<file path="config.mk">
export PLATFORM = sky130hd
export DESIGN_NAME = parking_lot_ctrl
export DESIGN_NICKNAME = d
export VERILOG_FILES = /design/src/rtl/parking_lot_ctrl.sv
export SDC_FILE = /design/constraint.sdc
export NUM_CORES = 1
export LEC_CHECK = 0
export ABC_AREA = 0
export CAP_MARGIN = 20
export CORE_ASPECT_RATIO = 1.1
export CORE_UTILIZATION = 45
export CTS_BUF_LIST = sky130_fd_sc_hd__clkbuf_2 sky130_fd_sc_hd__clkbuf_4 sky130_fd_sc_hd__clkbuf_8
export CTS_CLUSTER_DIAMETER = 30
export DETAILED_ROUTE_END_ITERATION = 10
export PLACE_DENSITY = 0.72
export RECOVER_POWER = 50
export SETUP_SLACK_MARGIN = 0.3
export SYNTH_ARGS = -nofsm -noshare
export SYNTH_HDL_FRONTEND = slang
export SYNTH_SLANG_ARGS = --single-unit
</file>
<file path="constraint.sdc">
create_clock -name clk -period 2.6 [get_ports clk]
set_input_delay 0.26 -clock clk [delete_from_list [all_inputs] [get_ports clk]]
set_output_delay 0.26 -clock clk [all_outputs]
set_load 0.005 [all_outputs]
</file>
<file path="src/rtl/parking_lot_ctrl.sv">
// Parking-lot occupancy controller: decodes car direction from two synchronized
// photo-sensor beams and keeps a saturating occupancy count with sticky error flags.
module parking_lot_ctrl #(
  parameter int CAPACITY = 25,
  parameter int CW       = 5
) (
  input  logic          clk,
  input  logic          reset,
  input  logic          a,
  input  logic          b,
  output logic          enter,
  output logic          exit,
  output logic [CW-1:0] count,
  output logic          full,
  output logic          empty,
  output logic          ovf,
  output logic          unf
);

  localparam logic [CW-1:0] CAP_C  = CW'(CAPACITY);
  localparam logic [CW-1:0] ZERO_C = {CW{1'b0}};
  localparam logic [CW-1:0] ONE_C  = {{(CW-1){1'b0}}, 1'b1};

  typedef enum logic [2:0] {
    IDLE = 3'd0,
    E1   = 3'd1,
    E2   = 3'd2,
    E3   = 3'd3,
    X1   = 3'd4,
    X2   = 3'd5,
    X3   = 3'd6
  } state_t;

  state_t        state_q, state_d;
  logic          enter_q, enter_d;
  logic          exit_q, exit_d;
  logic [CW-1:0] count_q, count_d;
  logic          ovf_q, ovf_d;
  logic          unf_q, unf_d;
  logic [1:0]    ab_s;
  logic          entry_done_s;
  logic          exit_done_s;

  assign ab_s = {a, b};

  // Next-state decode: hold on own pattern, step back on previous, advance on next, else abort.
  always_comb begin
    state_d      = state_q;
    entry_done_s = 1'b0;
    exit_done_s  = 1'b0;
    case (state_q)
      IDLE: begin
        case (ab_s)
          2'b10:   state_d = E1;
          2'b01:   state_d = X1;
          default: state_d = IDLE;
        endcase
      end
      E1: begin
        case (ab_s)
          2'b10:   state_d = E1;
          2'b11:   state_d = E2;
          default: state_d = IDLE;
        endcase
      end
      E2: begin
        case (ab_s)
          2'b11:   state_d = E2;
          2'b10:   state_d = E1;
          2'b01:   state_d = E3;
          default: state_d = IDLE;
        endcase
      end
      E3: begin
        case (ab_s)
          2'b01:   state_d = E3;
          2'b11:   state_d = E2;
          2'b00: begin
            state_d      = IDLE;
            entry_done_s = 1'b1;
          end
          default: state_d = IDLE;
        endcase
      end
      X1: begin
        case (ab_s)
          2'b01:   state_d = X1;
          2'b11:   state_d = X2;
          default: state_d = IDLE;
        endcase
      end
      X2: begin
        case (ab_s)
          2'b11:   state_d = X2;
          2'b01:   state_d = X1;
          2'b10:   state_d = X3;
          default: state_d = IDLE;
        endcase
      end
      X3: begin
        case (ab_s)
          2'b10:   state_d = X3;
          2'b11:   state_d = X2;
          2'b00: begin
            state_d     = IDLE;
            exit_done_s = 1'b1;
          end
          default: state_d = IDLE;
        endcase
      end
      default: state_d = IDLE;
    endcase
  end

  // Counter and flag update on a completed crossing; pulses are issued even when saturated.
  always_comb begin
    enter_d = entry_done_s;
    exit_d  = exit_done_s;
    count_d = count_q;
    ovf_d   = ovf_q;
    unf_d   = unf_q;
    if (entry_done_s) begin
      if (count_q < CAP_C) begin
        count_d = count_q + ONE_C;
      end else begin
        ovf_d = 1'b1;
      end
    end else if (exit_done_s) begin
      if (count_q > ZERO_C) begin
        count_d = count_q - ONE_C;
      end else begin
        unf_d = 1'b1;
      end
    end else begin
      count_d = count_q;
    end
  end

  // State and output registers; reset discards any crossing in progress.
  always_ff @(posedge clk) begin
    if (reset) begin
      state_q <= IDLE;
      enter_q <= 1'b0;
      exit_q  <= 1'b0;
      count_q <= ZERO_C;
      ovf_q   <= 1'b0;
      unf_q   <= 1'b0;
    end else begin
      state_q <= state_d;
      enter_q <= enter_d;
      exit_q  <= exit_d;
      count_q <= count_d;
      ovf_q   <= ovf_d;
      unf_q   <= unf_d;
    end
  end

  assign enter = enter_q;
  assign exit  = exit_q;
  assign count = count_q;
  assign ovf   = ovf_q;
  assign unf   = unf_q;
  assign full  = (count_q == CAP_C);
  assign empty = (count_q == ZERO_C);

endmodule

</file>
==> key figures, run 1 <==
Run status
  – Outcome: finished, violations left
  – Failing checks: DRC

Final layout
  – Fillers: 164
  – Area delta synth->final: 23.4%
  – Antenna cells: 0
  – Share of cells above drive strength 1: 0.126
  – Nets: 129
  – FF/Latch Area: 240 um^2
  – Final Cell Area: 1040 um^2
  – Area of the multi-input gates: 571 um^2

Place
  – DP Wirelength: 1330 um
  – Placer Congestion: 0.869
  – DP Area: 1010 um^2
  – Port-buffer cells: 14

Die
  – Area of the core: 1780 um^2
  – Die area: 2060 um^2
  – Chip Height: 47.5 um
  – Width of the die: 43.3 um
  – Row Count: 16
  – IO Pins: 15
  – Initial Util: 0.475

Timing
  – Final Hold Fails: 0
  – Crit share post-route: 0.865
  – Setup violations, final: 0
  – Post-Route Setup TNS: 0 ns
  – Slew HR: 0.715
  – Slew @ Worst Pin: 0.426 ns
  – Peak Freq: 0.444 GHz
  – Clock Skew: 0.00208 ns
  – Clock period minus worst slack: 2.25 ns
  – Final Max Tran Viols: 0
  – Hold WS: 0.470 ns
  – RSZ-0062 raised after global routing: false

Clock network
  – Clk sinks: 12
  – Worst skew pair latency: 0.28 ns
  – Root buffer cell: clkbuf_4
  – Cts bufs inserted: 3
  – Setup Fix Bufs, Post-CTS: 0
  – Number of H-tree levels: 1
  – CTS tree: yes
  – # hold bufs at CTS: 0
  – Clk slew on worst S/H paths: 0.08 ns
  – Longest Clk Path Bufs: 2
  – Post-cts repair resize count: 0

Drt
  – Final ANT Viol Nets: 0
  – Initial DRC Count: 20
  – DRT Pass-1 Iters: 7
  – DR vias: 741
  – Total routed wirelength: 1670 um
  – WL/cell: 12.9 um
  – Vias per std cell: 5.74
  – DR DRC count: 4

Synth
  – Number of synthesis warnings: 0
  – Distinct cell type count after synthesis: 36
  – Top cells by count, synth: dfxtp_1, ha_1, nor2_1
  – Area fraction of the dominant cell type after synthesis: 0.284
  – Synth Area per Inst: 9.00 um^2
  – Cell area after synthesis: 846 um^2
  – Post-synth EDFFs: 0
  – Post-synthesis sequential area ratio: 0.284
  – Async SR Flop Fraction: 0
  – Synth Net Count: 111
  – Post-Syn Instances: 94
  – Top FF cell, synth: dfxtp_1
  – Post-synthesis register bit count: 12
  – Area leader, netlist: dfxtp_1
  – Largest cells by area after synthesis: dfxtp_1, ha_1, a21oi_1, nor2_1, fa_1

Global route
  – GR met1 Demand/Resource: 0.222
  – Grt ovf: 0
  – Met3 Resource Use GR: 0.0226
  – Initial antenna violation count: 0
  – Met2 usage: 0.306
  – Top Usage Layer GRT: met2
  – Largest net degree at the start of global routing: 13
  – Vias in the first global route: 607
  – First-pass GRT wire length: 2670 um
  – GR Util All Layers: 0.178

Critical path
  – Data arrival, critical path: 2.45 ns
  – Critical path startpoint category: primary input
  – CP Max Fanout: 7
  – Critical path capture point type: flop
  – R2R depth: 7
  – Crit path kind: in -> reg
  – Crit path required time: 2.80 ns

Min path
  – Hold Path Class: reg -> reg
  – WHS Path Cells: 2

Pwr
  – Worst VDD drop: 0.219 mV
  – Clock Power Share: 0.391
  – Int Pwr: 293 uW
  – Sequential Power Share: 0.510
  – P_leak: 0.432 nW
  – P_sw: 95.0 uW
  – Power per cell area: 372 nW/um^2
  – Sw Share: 0.245
  – Logic pwr share: 0.099

Flow run
  – Max cap viols: 0
==> cell usage in the layout, fill, tap and decap left out, types with 2 or more instances in the layout <==
master            n
dlygate4sd3_1     5
nand3_1           4
a211oi_1          2
ha_1             12
inv_1             5
nor3b_1           2
xnor2_1           2
clkbuf_4          3
o21ai_0           4
clkdlybuf4s50_1   9
nor3_1            2
nand2b_1          2
a21oi_1           8
and4b_1           2
dfxtp_1          12
a31oi_1           3
clkbuf_1          2
nor2_1           10
nor2b_1           2
==> through the flow <==
step / power [mW] / instances / utilization / worst slack [ns]
6_report: 0.388 / 129 / 0.586 / 0.350
5_1_grt: 0.406 / 129 / 0.586 / 0.227
4_1_cts: 0.392 / 129 / 0.589 / 0.358
3_5_place_dp: 0.241 / 125 / 0.569 / 0.0608
3_3_place_gp: 0.240 / 125 / 0.569 / 0.176
2_1_floorplan: 0.227 / 94 / - / 0.643
==> area by class of cell <==
cell class	instances	share of cell area
sequential	12	0.230
tap	18	0.0216
multi-input combinational	73	0.547
inverter	5	0.0180
timing repair buffer	17	0.149
clock buffer	4	0.0348
==> kinds of logic (layout without fill, tap and decap cells) <==
logic type      Yosys count  after routing  share of synthesized area
compound gates           29             29                      0.247
xor+xnor                  2              2                     0.0207
fa+ha+maj                13             13                      0.201
buf+inv                   9             26                     0.0429
flops                    12             12                      0.284
mux                       1              1                     0.0118
simple gates             28             28                      0.192
==> per-layer routing <==
layer / wire (um) / share of wire / up-vias
li1: - / - / 383
met1: 789 / 0.47 / 342
met2: 809 / 0.48 / 14
met3: 40 / 0.024 / 2
met4: 29 / 0.017 / 0
met5: 0 / 0 / -
==> critical path, cell delays in order <==
cell and delay (ns):
clkdlybuf4s50_1 0.47, inv_1 0.08, ha_1 0.22, and4b_1 0.21, inv_1 0.19, ha_1 0.32, a21o_1 0.20, a21oi_1 0.19
xnor2_1 0.11, a221oi_2 0.20
==> state kept, by name, summed over array words and instances (netlist names) <==
register,count
count,5
enter,1
state_q,3
ovf,1
exit,1
unf,1
==> power groups by stage <==
stage	clock network, mW	logic [mW]	registers (mW)
finish	0.152	0.0385	0.198
global route	0.164	0.0438	0.199
CTS	0.155	0.0394	0.197
detailed placement	0	0.0394	0.202
global placement	0	0.0381	0.202
floorplan	0	0.0338	0.193
==> worst paths after layout <==
check / to / slack (ns) / from
worst min register to register: ovf / 0.47 / ovf
worst min-delay path: ovf / 0.47 / ovf
worst max-delay path: count[4] / 0.35 / a
worst max register to register: count[4] / 0.50 / state_q[2]
Power figures use the tool's default switching activity.
==> run 2: changes to the inputs <==
- GPL_ROUTABILITY_DRIVEN: unset -> 0
==> results of run 2 <==
Final layout, timing and power as in run 1 (identical DEF).
==> run 3: changes to the inputs <==
- CORE_UTILIZATION: 45 -> 40
- PLACE_DENSITY: 0.72 -> 0.65
==> run 3 against run 2 <==
  * The flow now finishes without violations
  * Fmax increased by 0.17%
  * Flip-flop and latch count stayed put
  * Worst setup slack better by 0.0037 ns
  * Critical path depth unchanged
  * Cell area grew 1.7%
  * Sequential share of layout area down 0.38 points
  * Clock skew grew 0.00089 ns
  * First-iteration DRC count decreased by 70%
  * Non-clock buffer count increased by 1
==> key figures, run 3 (synthesis gave the netlist of run 1 again) <==
Clock network
  – Worst skew pair latency: 0.28 ns
  – Clk sinks: 12
  – Cts bufs inserted: 3
  – Longest Clk Path Bufs: 2
  – Setup Fix Bufs, Post-CTS: 0
  – Number of H-tree levels: 1
  – CTS tree: yes
  – Root buffer cell: clkbuf_4
  – Clk slew on worst S/H paths: 0.07 ns

Critical path
  – Worst path cell trace: dlygate4sd3_1 -> inv_2 -> ha_1 -> and4b_1 -> inv_1 -> fa_1 -> a21o_1 -> a21oi_1 -> xnor2_1 -> a221oi_2
  – Crit path required time: 2.79 ns
  – Crit path kind: in -> reg
  – Data arrival, critical path: 2.44 ns
  – CP max-delay cell: dlygate4sd3_1
  – R2R Setup Slk: 0.58 ns
  – Crit path from: a
  – RR Startpoint: state_q[1]
  – CP Buf/Inv Count: 3
  – Critical path capture point type: flop
  – Max incr delay on CP: 0.56 ns
  – CP Max Fanout: 5
  – Critical path startpoint category: primary input
  – CP delay by family, top: buffers and inverters

Pwr
  – Power per cell area: 364 nW/um^2
  – Worst VDD drop: 0.130 mV
  – P_leak: 0.436 nW
  – PnR Total Power: 386 uW

Final layout
  – Share of cells above drive strength 1: 0.143
  – Most frequent cells in the layout: ha_1, dfxtp_1, nor2_1, a21oi_1, clkdlybuf4s50_1
  – FF/Latch Area: 240 um^2
  – Nets: 130
  – Area delta synth->final: 25.4%
  – Area of the multi-input gates: 568 um^2
  – Fillers: 203
  – Antenna cells: 0
  – Final core utilization: 0.531
  – Max reg flops: 5

Die
  – IO Pins: 15
  – Chip Height: 50.2 um
  – Width of the die: 45.8 um
  – Row Count: 17
  – Die area: 2300 um^2
  – Initial Util: 0.423
  – Area of the core: 2000 um^2

Timing
  – Peak Freq: 0.445 GHz
  – Crit share post-route: 0.864
  – RSZ-0062 raised after global routing: false
  – Slew @ Worst Pin: 0.425 ns
  – Final Max Tran Viols: 0
  – Post-Route Setup TNS: 0 ns
  – Setup violations, final: 0
  – Worst setup margin: 0.354 ns
  – Clock Skew: 0.00297 ns
  – Final Hold Fails: 0
  – Slew HR: 0.716
  – Clock period minus worst slack: 2.25 ns

Global route
  – GR Util All Layers: 0.171
  – Largest net degree at the start of global routing: 13
  – First-pass GRT wire length: 2880 um
  – Initial antenna violation count: 0
  – Grt ovf: 0
  – Vias in the first global route: 646

Run status
  – Outcome: finished clean

Drt
  – Initial DRC Count: 6
  – DR DRC count: 0
  – WL/cell: 11.5 um
  – DRT Pass-1 Iters: 4
  – Vias per std cell: 5.24
  – Total routed wirelength: 1600 um
  – Final ANT Viol Nets: 0
  – DR vias: 734

Place
  – Port-buffer cells: 14
  – DP Worst Slack: 0.148 ns
  – DP Wirelength: 1280 um

Min path
  – Min-delay src: unf
  – Hold Path Class: reg -> reg

Flow run
  – Max cap viols: 0
## run 3: worst paths after layout
check,endpoint,cells after the start
setup / recovery,count[4],10
hold / removal,unf,2
hold reg to reg,unf,2
setup reg to reg,count[4],7
## run 3: area by class of cell
| type | instances | share of cell area |
|---|---|---|
| well taps | 28 | 0.0330 |
| repair buffers | 18 | 0.153 |
| flip-flops and latches | 12 | 0.226 |
| inverters | 5 | 0.0177 |
| multi-input cells | 73 | 0.535 |
| clock buffers | 4 | 0.0342 |
## run 3: report_power, final
part / switching [mW] / leakage, nW / internal, mW
Clock: 0.0642 / 0.0210 / 0.0853
Combinational: 0.0187 / 0.318 / 0.0202
Sequential: 0.0104 / 0.0970 / 0.188
## run 3: metrics by stage
stage | instances | instance area [um^2] | hold slack (ns)
final | 140 | 1060 | 0.470
after global routing | 140 | 1060 | 0.544
after CTS | 140 | 1070 | 0.480
after detailed placement | 136 | 1030 | 0.462
after global placement | 136 | 1030 | 0.451
after floorplan | 94 | 846 | 0.427
## run 3: worst register-to-register path, delay by kind of cell, from the launching register on
| family | cells | cell delay [ns] |
|---|---|---|
| AO/OA/AOI/OAI | 3 | 0.55 |
| XOR/XNOR | 1 | 0.10 |
| adder cells (fa/ha/maj) | 1 | 0.41 |
| buffers and inverters | 1 | 0.11 |
| flip-flops | 1 | 0.52 |
| AND/OR/NAND/NOR | 1 | 0.26 |
## run 3: per-layer routing
metal	track usage	up-vias	part of all wire
met5	0	-	0
met3	0.0324	5	0.025
met1	0.240	331	0.53
met2	0.232	15	0.42
met4	0.108	0	0.031
li1	-	383	-
## run 3: repair_timing
action                                  4_1_cts  5_1_grt
hold buffers                                  0        0
gates resized for setup                       0        2
endpoints found under the setup margin        0        1
